$ cat config.mk
export PLATFORM = sky130hd
export DESIGN_NAME = mac_layer_seq
export DESIGN_NICKNAME = d
export VERILOG_FILES = /design/src/rtl/mac_layer_seq.sv
export SDC_FILE = /design/constraint.sdc
export NUM_CORES = 1
export LEC_CHECK = 0
export CAP_MARGIN = 25
export CORE_AREA = 5 5 329 331
export CTS_CLUSTER_DIAMETER = 50
export DETAILED_ROUTE_END_ITERATION = 7
export DIE_AREA = 0 0 334 336
export DONT_BUFFER_PORTS = 1
export SYNTH_ARGS = -nofsm -noshare
export SYNTH_HDL_FRONTEND = slang
export SYNTH_SLANG_ARGS = --single-unit
$ cat constraint.sdc
create_clock -name clk -period 5.1 [get_ports clk]
set_clock_uncertainty 0.15 [all_clocks]
set_input_delay 0.51 -clock clk [delete_from_list [all_inputs] [get_ports clk]]
set_output_delay 0.51 -clock clk [all_outputs]
set_load 0.01 [all_outputs]
$ cat src/rtl/mac_layer_seq.sv
// mac_layer_seq: runs one dense layer of N_OUT neurons through a single
// external 1-cycle-latency mac. Rows and biases are loaded through the cfg
// port, then each input vector gets N_OUT back-to-back issue cycles. Results
// are collected in order and offered as one flat word.
// Optional feature: define MAC_SEQ_RELU_EN to store negative results as 0.
//
// Handshakes: a transfer happens on a rising edge where valid && ready are
// both 1. The input side holds in_ready=1 only in IDLE, and the result side
// holds out_valid=1 with y_flat/sat_any stable until out_ready is seen.
module mac_layer_seq #(
    parameter int N_FEATURES = 3,
    parameter int N_OUT      = 4,
    parameter int WIDTH      = 32,
    parameter int FRACTION   = 16
) (
    input  logic                                          clk,
    input  logic                                          rst_n,
    input  logic                                          cfg_we,
    input  logic [((N_OUT > 1) ? $clog2(N_OUT) : 1)-1:0]  cfg_addr,
    input  logic [WIDTH*N_FEATURES-1:0]                   cfg_w_flat,
    input  logic [WIDTH-1:0]                              cfg_b,
    output logic                                          cfg_err,
    input  logic                                          in_valid,
    output logic                                          in_ready,
    input  logic [WIDTH*N_FEATURES-1:0]                   x_flat,
    output logic                                          mac_valid_i,
    output logic [WIDTH*N_FEATURES-1:0]                   mac_x_flat,
    output logic [WIDTH*N_FEATURES-1:0]                   mac_w_flat,
    output logic [WIDTH-1:0]                              mac_b,
    input  logic                                          mac_valid_o,
    input  logic [WIDTH-1:0]                              mac_yhat,
    input  logic                                          mac_sat,
    output logic                                          out_valid,
    input  logic                                          out_ready,
    output logic [WIDTH*N_OUT-1:0]                        y_flat,
    output logic                                          sat_any,
    output logic                                          busy
);

    localparam int AW = (N_OUT > 1) ? $clog2(N_OUT) : 1;
    localparam int IW = $clog2(N_OUT + 1);

    localparam logic [1:0] S_IDLE  = 2'd0;
    localparam logic [1:0] S_ISSUE = 2'd1;
    localparam logic [1:0] S_DRAIN = 2'd2;
    localparam logic [1:0] S_DONE  = 2'd3;

    localparam logic [IW-1:0] N_OUT_I = IW'(N_OUT);
    localparam logic [IW-1:0] LAST_I  = IW'(N_OUT - 1);
    localparam logic [AW:0]   N_OUT_A = (AW + 1)'(N_OUT);

    // The mac owns the binary point; this block only needs a sane setting.
    if (N_OUT < 1 || FRACTION >= WIDTH) begin : g_param_check
        $error("mac_layer_seq: N_OUT must be >= 1 and FRACTION < WIDTH");
    end

    logic [1:0]                      state;
    logic [IW-1:0]                   issue_idx;
    logic [IW-1:0]                   cap_idx;
    logic [WIDTH*N_FEATURES-1:0]     x_reg;
    logic [WIDTH*N_FEATURES-1:0]     w_mem [N_OUT];
    logic [WIDTH-1:0]                b_mem [N_OUT];
    logic [WIDTH*N_FEATURES-1:0]     row_w;
    logic [WIDTH-1:0]                row_b;
    logic [WIDTH-1:0]                cap_val;
    logic                            cfg_ok;
    logic                            cap_fire;
    logic                            last_cap;

    assign cfg_ok   = cfg_we && ({1'b0, cfg_addr} < N_OUT_A) &&
                      (state == S_IDLE || state == S_DONE);
    assign cap_fire = mac_valid_o && (state == S_ISSUE || state == S_DRAIN) &&
                      (cap_idx < N_OUT_I);
    assign last_cap = cap_fire && (cap_idx == LAST_I);

    // in_ready is also gated by rst_n so it drops the moment reset asserts.
    assign in_ready    = rst_n && (state == S_IDLE);
    assign out_valid   = (state == S_DONE);
    assign busy        = (state != S_IDLE);
    assign mac_valid_i = (state == S_ISSUE);
    assign mac_x_flat  = x_reg;
    assign mac_w_flat  = row_w;
    assign mac_b       = row_b;

`ifdef MAC_SEQ_RELU_EN
    assign cap_val = mac_yhat[WIDTH-1] ? '0 : mac_yhat;
`else
    assign cap_val = mac_yhat;
`endif

    // Select the weight row and bias for the neuron being issued.
    always_comb begin
        row_w = '0;
        row_b = '0;
        for (int k = 0; k < N_OUT; k++) begin
            if (issue_idx == IW'(k)) begin
                row_w = w_mem[k];
                row_b = b_mem[k];
            end
        end
    end

    // Sequencer: accept a vector, issue one neuron per cycle, wait for the
    // last result, then hold until the result is taken.
    always_ff @(posedge clk or negedge rst_n) begin
        if (!rst_n) begin
            state     <= S_IDLE;
            issue_idx <= '0;
            cap_idx   <= '0;
            x_reg     <= '0;
        end else begin
            if (cap_fire) begin
                cap_idx <= cap_idx + 1'b1;
            end
            case (state)
                S_IDLE: begin
                    if (in_valid) begin
                        x_reg     <= x_flat;
                        issue_idx <= '0;
                        cap_idx   <= '0;
                        state     <= S_ISSUE;
                    end
                end
                S_ISSUE: begin
                    issue_idx <= issue_idx + 1'b1;
                    if (issue_idx == LAST_I) begin
                        state <= last_cap ? S_DONE : S_DRAIN;
                    end
                end
                S_DRAIN: begin
                    if (last_cap) begin
                        state <= S_DONE;
                    end
                end
                default: begin
                    if (out_ready) begin
                        state <= S_IDLE;
                    end
                end
            endcase
        end
    end

    // Weight/bias storage, written only while no vector is in flight.
    always_ff @(posedge clk or negedge rst_n) begin
        if (!rst_n) begin
            for (int k = 0; k < N_OUT; k++) begin
                w_mem[k] <= '0;
                b_mem[k] <= '0;
            end
        end else if (cfg_ok) begin
            w_mem[cfg_addr] <= cfg_w_flat;
            b_mem[cfg_addr] <= cfg_b;
        end
    end

    // Rejected config writes report one cycle later.
    always_ff @(posedge clk or negedge rst_n) begin
        if (!rst_n) begin
            cfg_err <= 1'b0;
        end else begin
            cfg_err <= cfg_we && !cfg_ok;
        end
    end

    // Collect mac results in issue order and accumulate the saturation flag.
    always_ff @(posedge clk or negedge rst_n) begin
        if (!rst_n) begin
            y_flat  <= '0;
            sat_any <= 1'b0;
        end else if (state == S_IDLE && in_valid) begin
            sat_any <= 1'b0;
        end else if (cap_fire) begin
            sat_any <= sat_any | mac_sat;
            for (int k = 0; k < N_OUT; k++) begin
                if (cap_idx == IW'(k)) begin
                    y_flat[k*WIDTH +: WIDTH] <= cap_val;
                end
            end
        end
    end

endmodule

==> results of run 1 <==
[worst max path at each step]
stage,from,endpoint,slack [ps],depth (start not counted)
6_report,issue_idx[0]$_DFFE_PN0P_,mac_w_flat[19],1070,7
5_1_grt,issue_idx[0]$_DFFE_PN0P_,mac_w_flat[28],780,7
4_1_cts,issue_idx[0]$_DFFE_PN0P_,mac_w_flat[19],910,7
3_5_place_dp,issue_idx[0]$_DFFE_PN0P_,mac_w_flat[19],1670,7
3_3_place_gp,issue_idx[0]$_DFFE_PN0P_,mac_w_flat[19],1710,7
2_1_floorplan,issue_idx[0]$_DFFE_PN0P_,mac_b[0],2650,7
[logic make-up after synthesis]
family	count (synthesis)	synth area share [%]
flip-flops	746	60.0
multiplexers	644	23.3
AND/OR/NAND/NOR	445	5.63
AO/OA/AOI/OAI	391	7.88
buffers and inverters	185	2.61
adder cells (fa/ha/maj)	15	0.603
XOR/XNOR	1	0.0281
[through the flow]
| step | std cells | utilization (%) | hold WS (ps) | setup slack [ps] |
|---|---|---|---|---|
| after floorplan | 2427 | - | 64.4 | 2650 |
| after global placement | 3677 | 31.1 | 79.8 | 1710 |
| after detailed placement | 3678 | 31.1 | 79.3 | 1670 |
| after CTS | 4106 | 36.7 | -678 | 906 |
| after global routing | 4109 | 36.7 | -680 | 784 |
| final | 4113 | 36.7 | -611 | 1070 |
[registers in the layout, summed over array words and instances (netlist names)]
| signal | cells |
|---|---|
| sat_any | 1 |
| cfg_err | 1 |
| cap_idx | 3 |
| mac_x_flat | 96 |
| y_flat | 128 |
| state | 2 |
| b_mem | 128 |
| w_mem | 384 |
| issue_idx | 3 |
[cell usage in the layout (no fill, tap or decap), drive strengths merged, types with 11 or more instances in the layout]
| cell type | n |
|---|---|
| buf | 36 |
| bufinv | 11 |
| clkbuf | 121 |
| a221oi | 128 |
| dlygate4sd3 | 260 |
| mux2 | 642 |
| clkinv | 16 |
| dfrtp | 746 |
| o21ai | 258 |
| nand2 | 420 |
| ha | 15 |
| inv | 25 |
[layout make-up]
class / instances / area share, %
clock inverter: 47 / 1.75
tap: 1391 / 4.52
multi-input combinational: 1496 / 30.5
inverter: 10 / 0.104
clock buffer: 121 / 6.71
timing repair buffer: 296 / 7.89
sequential: 746 / 48.5
antenna: 6 / 0.0390
[report_power, final]
| part | leakage, nW | switching, mW | internal, mW |
|---|---|---|---|
| clock network | 1.59 | 2.71 | 4.18 |
| logic | 5.77 | 4.54 | 3.51 |
| registers | 9.09 | 2.11 | 8.78 |
| total | 16.5 | 9.36 | 16.5 |
[critical path, delay by kind of cell, from the launching register on]
family	cells	cell delay, ps
and+or+nand+nor	1	630
AOI/OAI and AO/OA	2	580
buffers and inverters	2	550
DFF	1	440
adders and majority gates	2	440
[per-layer routing]
metal	track usage [%]	vias up
li1	-	9084
met1	21.8	10900
met2	26.0	572
met3	4.03	167
met4	5.04	6
met5	0	-
==> flow_summary.ini, run 1 <==
[power_and_ir_drop]
power_density_nw_per_um2 = 671
finalPower_mw = 25.8
cellLeakagePower_nw = 16.5
ir_drop_uv = 424

[synth]
synth_edf_count = 0
synth_warnings = 0
synthesis.nets = 2707
ys_types = 30
syn_inst = 2427
netlist_top_cells_count = 746 x dfrtp_1, 548 x mux2_2, 420 x nand2_1
netlist_top_cells_area = dfrtp_1 60%, mux2_2 20%, nand2_1 5.1%
avgSynthCellArea_um2 = 12.8
synth.most_common_cell = dfrtp_1
ys_ff_latch = 746
yosysTopAreaCell = dfrtp_1
async_flop_share_pct = 100
netlist_area_um2 = 31100
synthFlopType = dfrtp_1
seq_area_frac_synth_pct = 60.0
yosysTopAreaCellShare_pct = 60.0

[clock_tree]
clk_path_buf_depth = 3
path_clk_slew_ps = 60
root_buffer = clkbuf_16
hold_buffers = 260
cts_tree = yes
clock_latency_ps = 660
cts_max_level = 3
cts_setup_buffers = 0
ctsResizeCount = 0
cts_sinks = 746
cts_made_buffers = 93

[layout]
register_area_um2 = 18700
fin_area_um2 = 38500
layout.nets = 2923
fillerInstances = 10100
area_growth_pct = 23.6
drive_above_1_share_pct = 27.8
multi_input_area_um2 = 11700

[global_route]
grt_pass1_vias = 21200
track_usage_pct = 16.2
grt_pass1_wl_um = 142000
grt.overflow.total = 0
antenna_found_initial = 10
grt_max_degree = 748

[route]
antenna_left = 0
wl_met1_um = 40700
drt-initial-drc-count = 1252
topRoutingLayerUsed = met5
drcViolationCount = 0
via_per_inst = 5.04
drt_first_pass_iters = 5
avgRoutedWirePerCell_um = 22.7
wirelength_um = 93300
wl_met2_um = 44400
routed-via-count = 20700
wl_met3_um = 5400

[floorplanning]
die_x_um = 334
core_area_um2 = 105000
die-area_um2 = 112000
ios = 623
die_h_um = 336
num_rows = 119
start_util_pct = 29.7

[placement]
io_buffers = 0
dpl-instance-area_um2 = 32600
place_hpwl_um = 58100
place.gp.congestion = 0.913

[status]
violations = hold timing, slew limit
status = finished with violations

[timing]
tightestPinTransition_ps = 2290
finalCritPeriodShare_pct = 79.0
hold_slack_ps = -611
tns_ps = 0
fin_crit_ps = 4030
fmax_mhz = 248
slew_viol_final = 338
final_hold_viol_count = 746
slew_headroom_pct = -52.8
setup_viol = 0
rsz0062_at_grt = false

[worst_setup_path]
cp_max_fo = 31
max_stage_delay_ps = 630
cp.arrival_ps = 3370
r2r_slack_ps = 1940
slowest_stage = nor2_4
r2r_cells = 5
cp_common_cell = o21ai_0
critical_path_class = register to output port
r2r_end = b_mem[58]$_DFFE_PN0P_
r2r-start = state[0]$_DFFE_PN0P_
cp-end-kind = output port
cp.required_ps = 4440
start_kind = register
cp_cell_sequence = ha_1 -> ha_4 -> nor2_4 -> buf_12 -> buf_4 -> o21ai_0 -> o21ai_0

[hold_path]
min_path_type = input port to async pin

[run]
maxCapViolCount = 0
Note: power is estimated with default switching activity, not from simulation.
==> run 2: changes to the inputs <==
==> constraint.sdc (replaced) <==
create_clock -name clk -period 3.45 [get_ports clk]
set_clock_uncertainty 0.15 [all_clocks]
set_input_delay 0.345 -clock clk [delete_from_list [all_inputs] [get_ports clk]]
set_output_delay 0.345 -clock clk [all_outputs]
set_load 0.01 [all_outputs]
==> run 2 against run 1 <==
Against the previous run:
- the run ends with hold timing left
- non-clock buffer count increased by 76
- clock-buffer cell count unchanged
- combinational power increased by 66%
- cell area increased by 2.1%
- sequential share of layout area decreased by 0.97 points
- worst setup slack got worse by 980 ps
- critical path depth decreased by 1
- power increased by 53%
- core utilization increased by 0.75 points
- largest power group unchanged
==> flow_summary.ini, run 2 (same netlist as run 1, synthesis figures left out) <==
[floorplanning]
num_rows = 119
die-area_um2 = 112000
ios = 623
core_area_um2 = 105000
die_x_um = 334
die_h_um = 336
start_util_pct = 29.7

[clock_tree]
clk_path_buf_depth = 3
cts_sinks = 746
cts_tree = yes
cts_max_level = 3
root_buffer = clkbuf_16
clock_latency_ps = 640
path_clk_slew_ps = 60
cts_made_buffers = 95
hold_buffers = 261

[global_route]
grt_pass1_wl_um = 142000
grt.overflow.total = 0
grt_pass1_vias = 21700
grt_max_degree = 748
antenna_found_initial = 14
track_usage_pct = 16.2

[worst_setup_path]
cp.required_ps = 2950
cp.arrival_ps = 2860
cp_cell_sequence = inv_1 -> ha_4 -> buf_12 -> a221oi_1 -> o21ai_0 -> buf_4
crit_buf_inv = 3
cp-end-kind = output port
critical_path_class = register to output port
slowest_stage = a221oi_1
cp_max_fo = 128
cpLargestDelayFamily = compound AO/OA/AOI/OAI gates
start_kind = register
max_stage_delay_ps = 560

[layout]
drive_above_1_share_pct = 29.9
fillerInstances = 10000
layout.nets = 3001
fin_util_pct = 37.5
final_cell_mix = 746 x dfrtp_1, 548 x mux2_2, 419 x nand2_1
fin_cells = 4201
area_growth_pct = 26.2
mostFrequentLayoutCell = dfrtp_1
reg.largest.list = w_mem x384, b_mem x128, y_flat x128
regMostFlops = w_mem
largest_reg_flops = 384

[route]
avgRoutedWirePerCell_um = 22.5
routed-via-count = 21000
drcViolationCount = 0
antenna_left = 0
drt-initial-drc-count = 1213
wirelength_um = 94600
via_per_inst = 5.01
drt_first_pass_iters = 5

[timing]
hold_slack_ps = -761
fin_crit_ps = 3360
final_hold_viol_count = 226
finalCritPeriodShare_pct = 97.4
slew_viol_final = 0
tightestPinTransition_ps = 1180
slew_headroom_pct = 21.1
setup_viol = 0
fmax_mhz = 298
tns_ps = 0

[run]
maxCapViolCount = 0

[placement]
place.gp.congestion = 0.891
placed_cells = 3747
io_buffers = 0
place_hpwl_um = 58200

[power_and_ir_drop]
power_density_nw_per_um2 = 1000
cellLeakagePower_nw = 16.9
finalPower_mw = 39.5
ir_drop_uv = 616

[status]
violations = hold timing
status = finished with violations

[hold_path]
min_path_type = input port to async pin
==> run 2: routing by layer <==
layer | up-vias | share of wire, % | wire, um | global-route usage, %
met5 | - | 0.029 | 27 | 0
met4 | 4 | 3.5 | 3300 | 6.03
li1 | 9235 | - | - | -
met2 | 586 | 48 | 45000 | 26.2
met3 | 186 | 6.8 | 6410 | 4.66
met1 | 11000 | 42 | 39800 | 20.8
==> run 2: final timing paths <==
| kind | endpoint | start | depth (start not counted) | slack, ps |
|---|---|---|---|---|
| max | mac_w_flat[41] | issue_idx[0]$_DFFE_PN0P_ | 6 | 90 |
| min | mac_x_flat[60]$_DFFE_PN0P_ | rst_n | 0 | -760 |
| max reg2reg | y_flat[93]$_DFFE_PN0P_ | state[1]$_DFFE_PN0P_ | 6 | 780 |
| min reg2reg | w_mem[150]$_DFFE_PN0P_ | w_mem[150]$_DFFE_PN0P_ | 1 | 350 |
| max in group asynchronous | w_mem[150]$_DFFE_PN0P_ | rst_n | 3 | 1030 |
| min in group clk | cap_idx[0]$_DFF_PN0_ | mac_valid_o | 3 | 70 |
==> run 2: worst register-to-register path, stage by stage, from the launching register on <==
cell,delay [ps]
dfrtp_1,400
inv_1,90
ha_1,420
and3b_1,400
nand3_2,430
buf_12,330
mux2_1,340
==> run 2: where the power goes <==
part / switching, mW / internal (mW)
clock: 4.04 / 5.94
combinational: 7.13 / 6.23
sequential: 3.15 / 13.0
==> run 2: timing repair <==
action | CTS | global route
gates resized for setup | 0 | 2
endpoints found under the hold margin | 1490 | 226
setup endpoints to repair | 0 | 9
buffers inserted | 0 | 2
==> run 2: layout make-up <==
class	count	area [um^2]	area share (%)
Clock buffer	121	2640	6.71
Inverter	10	40.0	0.102
Sequential cell	746	18700	47.5
Antenna cell	12	30.0	0.0764
Timing Repair Buffer	372	3860	9.83
Multi-Input combinational cell	1496	11700	29.9
Tap cell	1391	1740	4.43
Clock inverter	53	572	1.46
==> run 2: through the flow <==
step	hold slack, ps	cell area (um^2)	setup WS [ps]
2_1_floorplan	-101	31100	1170
3_3_place_gp	-86.0	33300	771
3_5_place_dp	-83.7	33300	738
4_1_cts	-817	39100	61.5
5_1_grt	-816	39300	-6.05
6_report	-761	39300	91.3
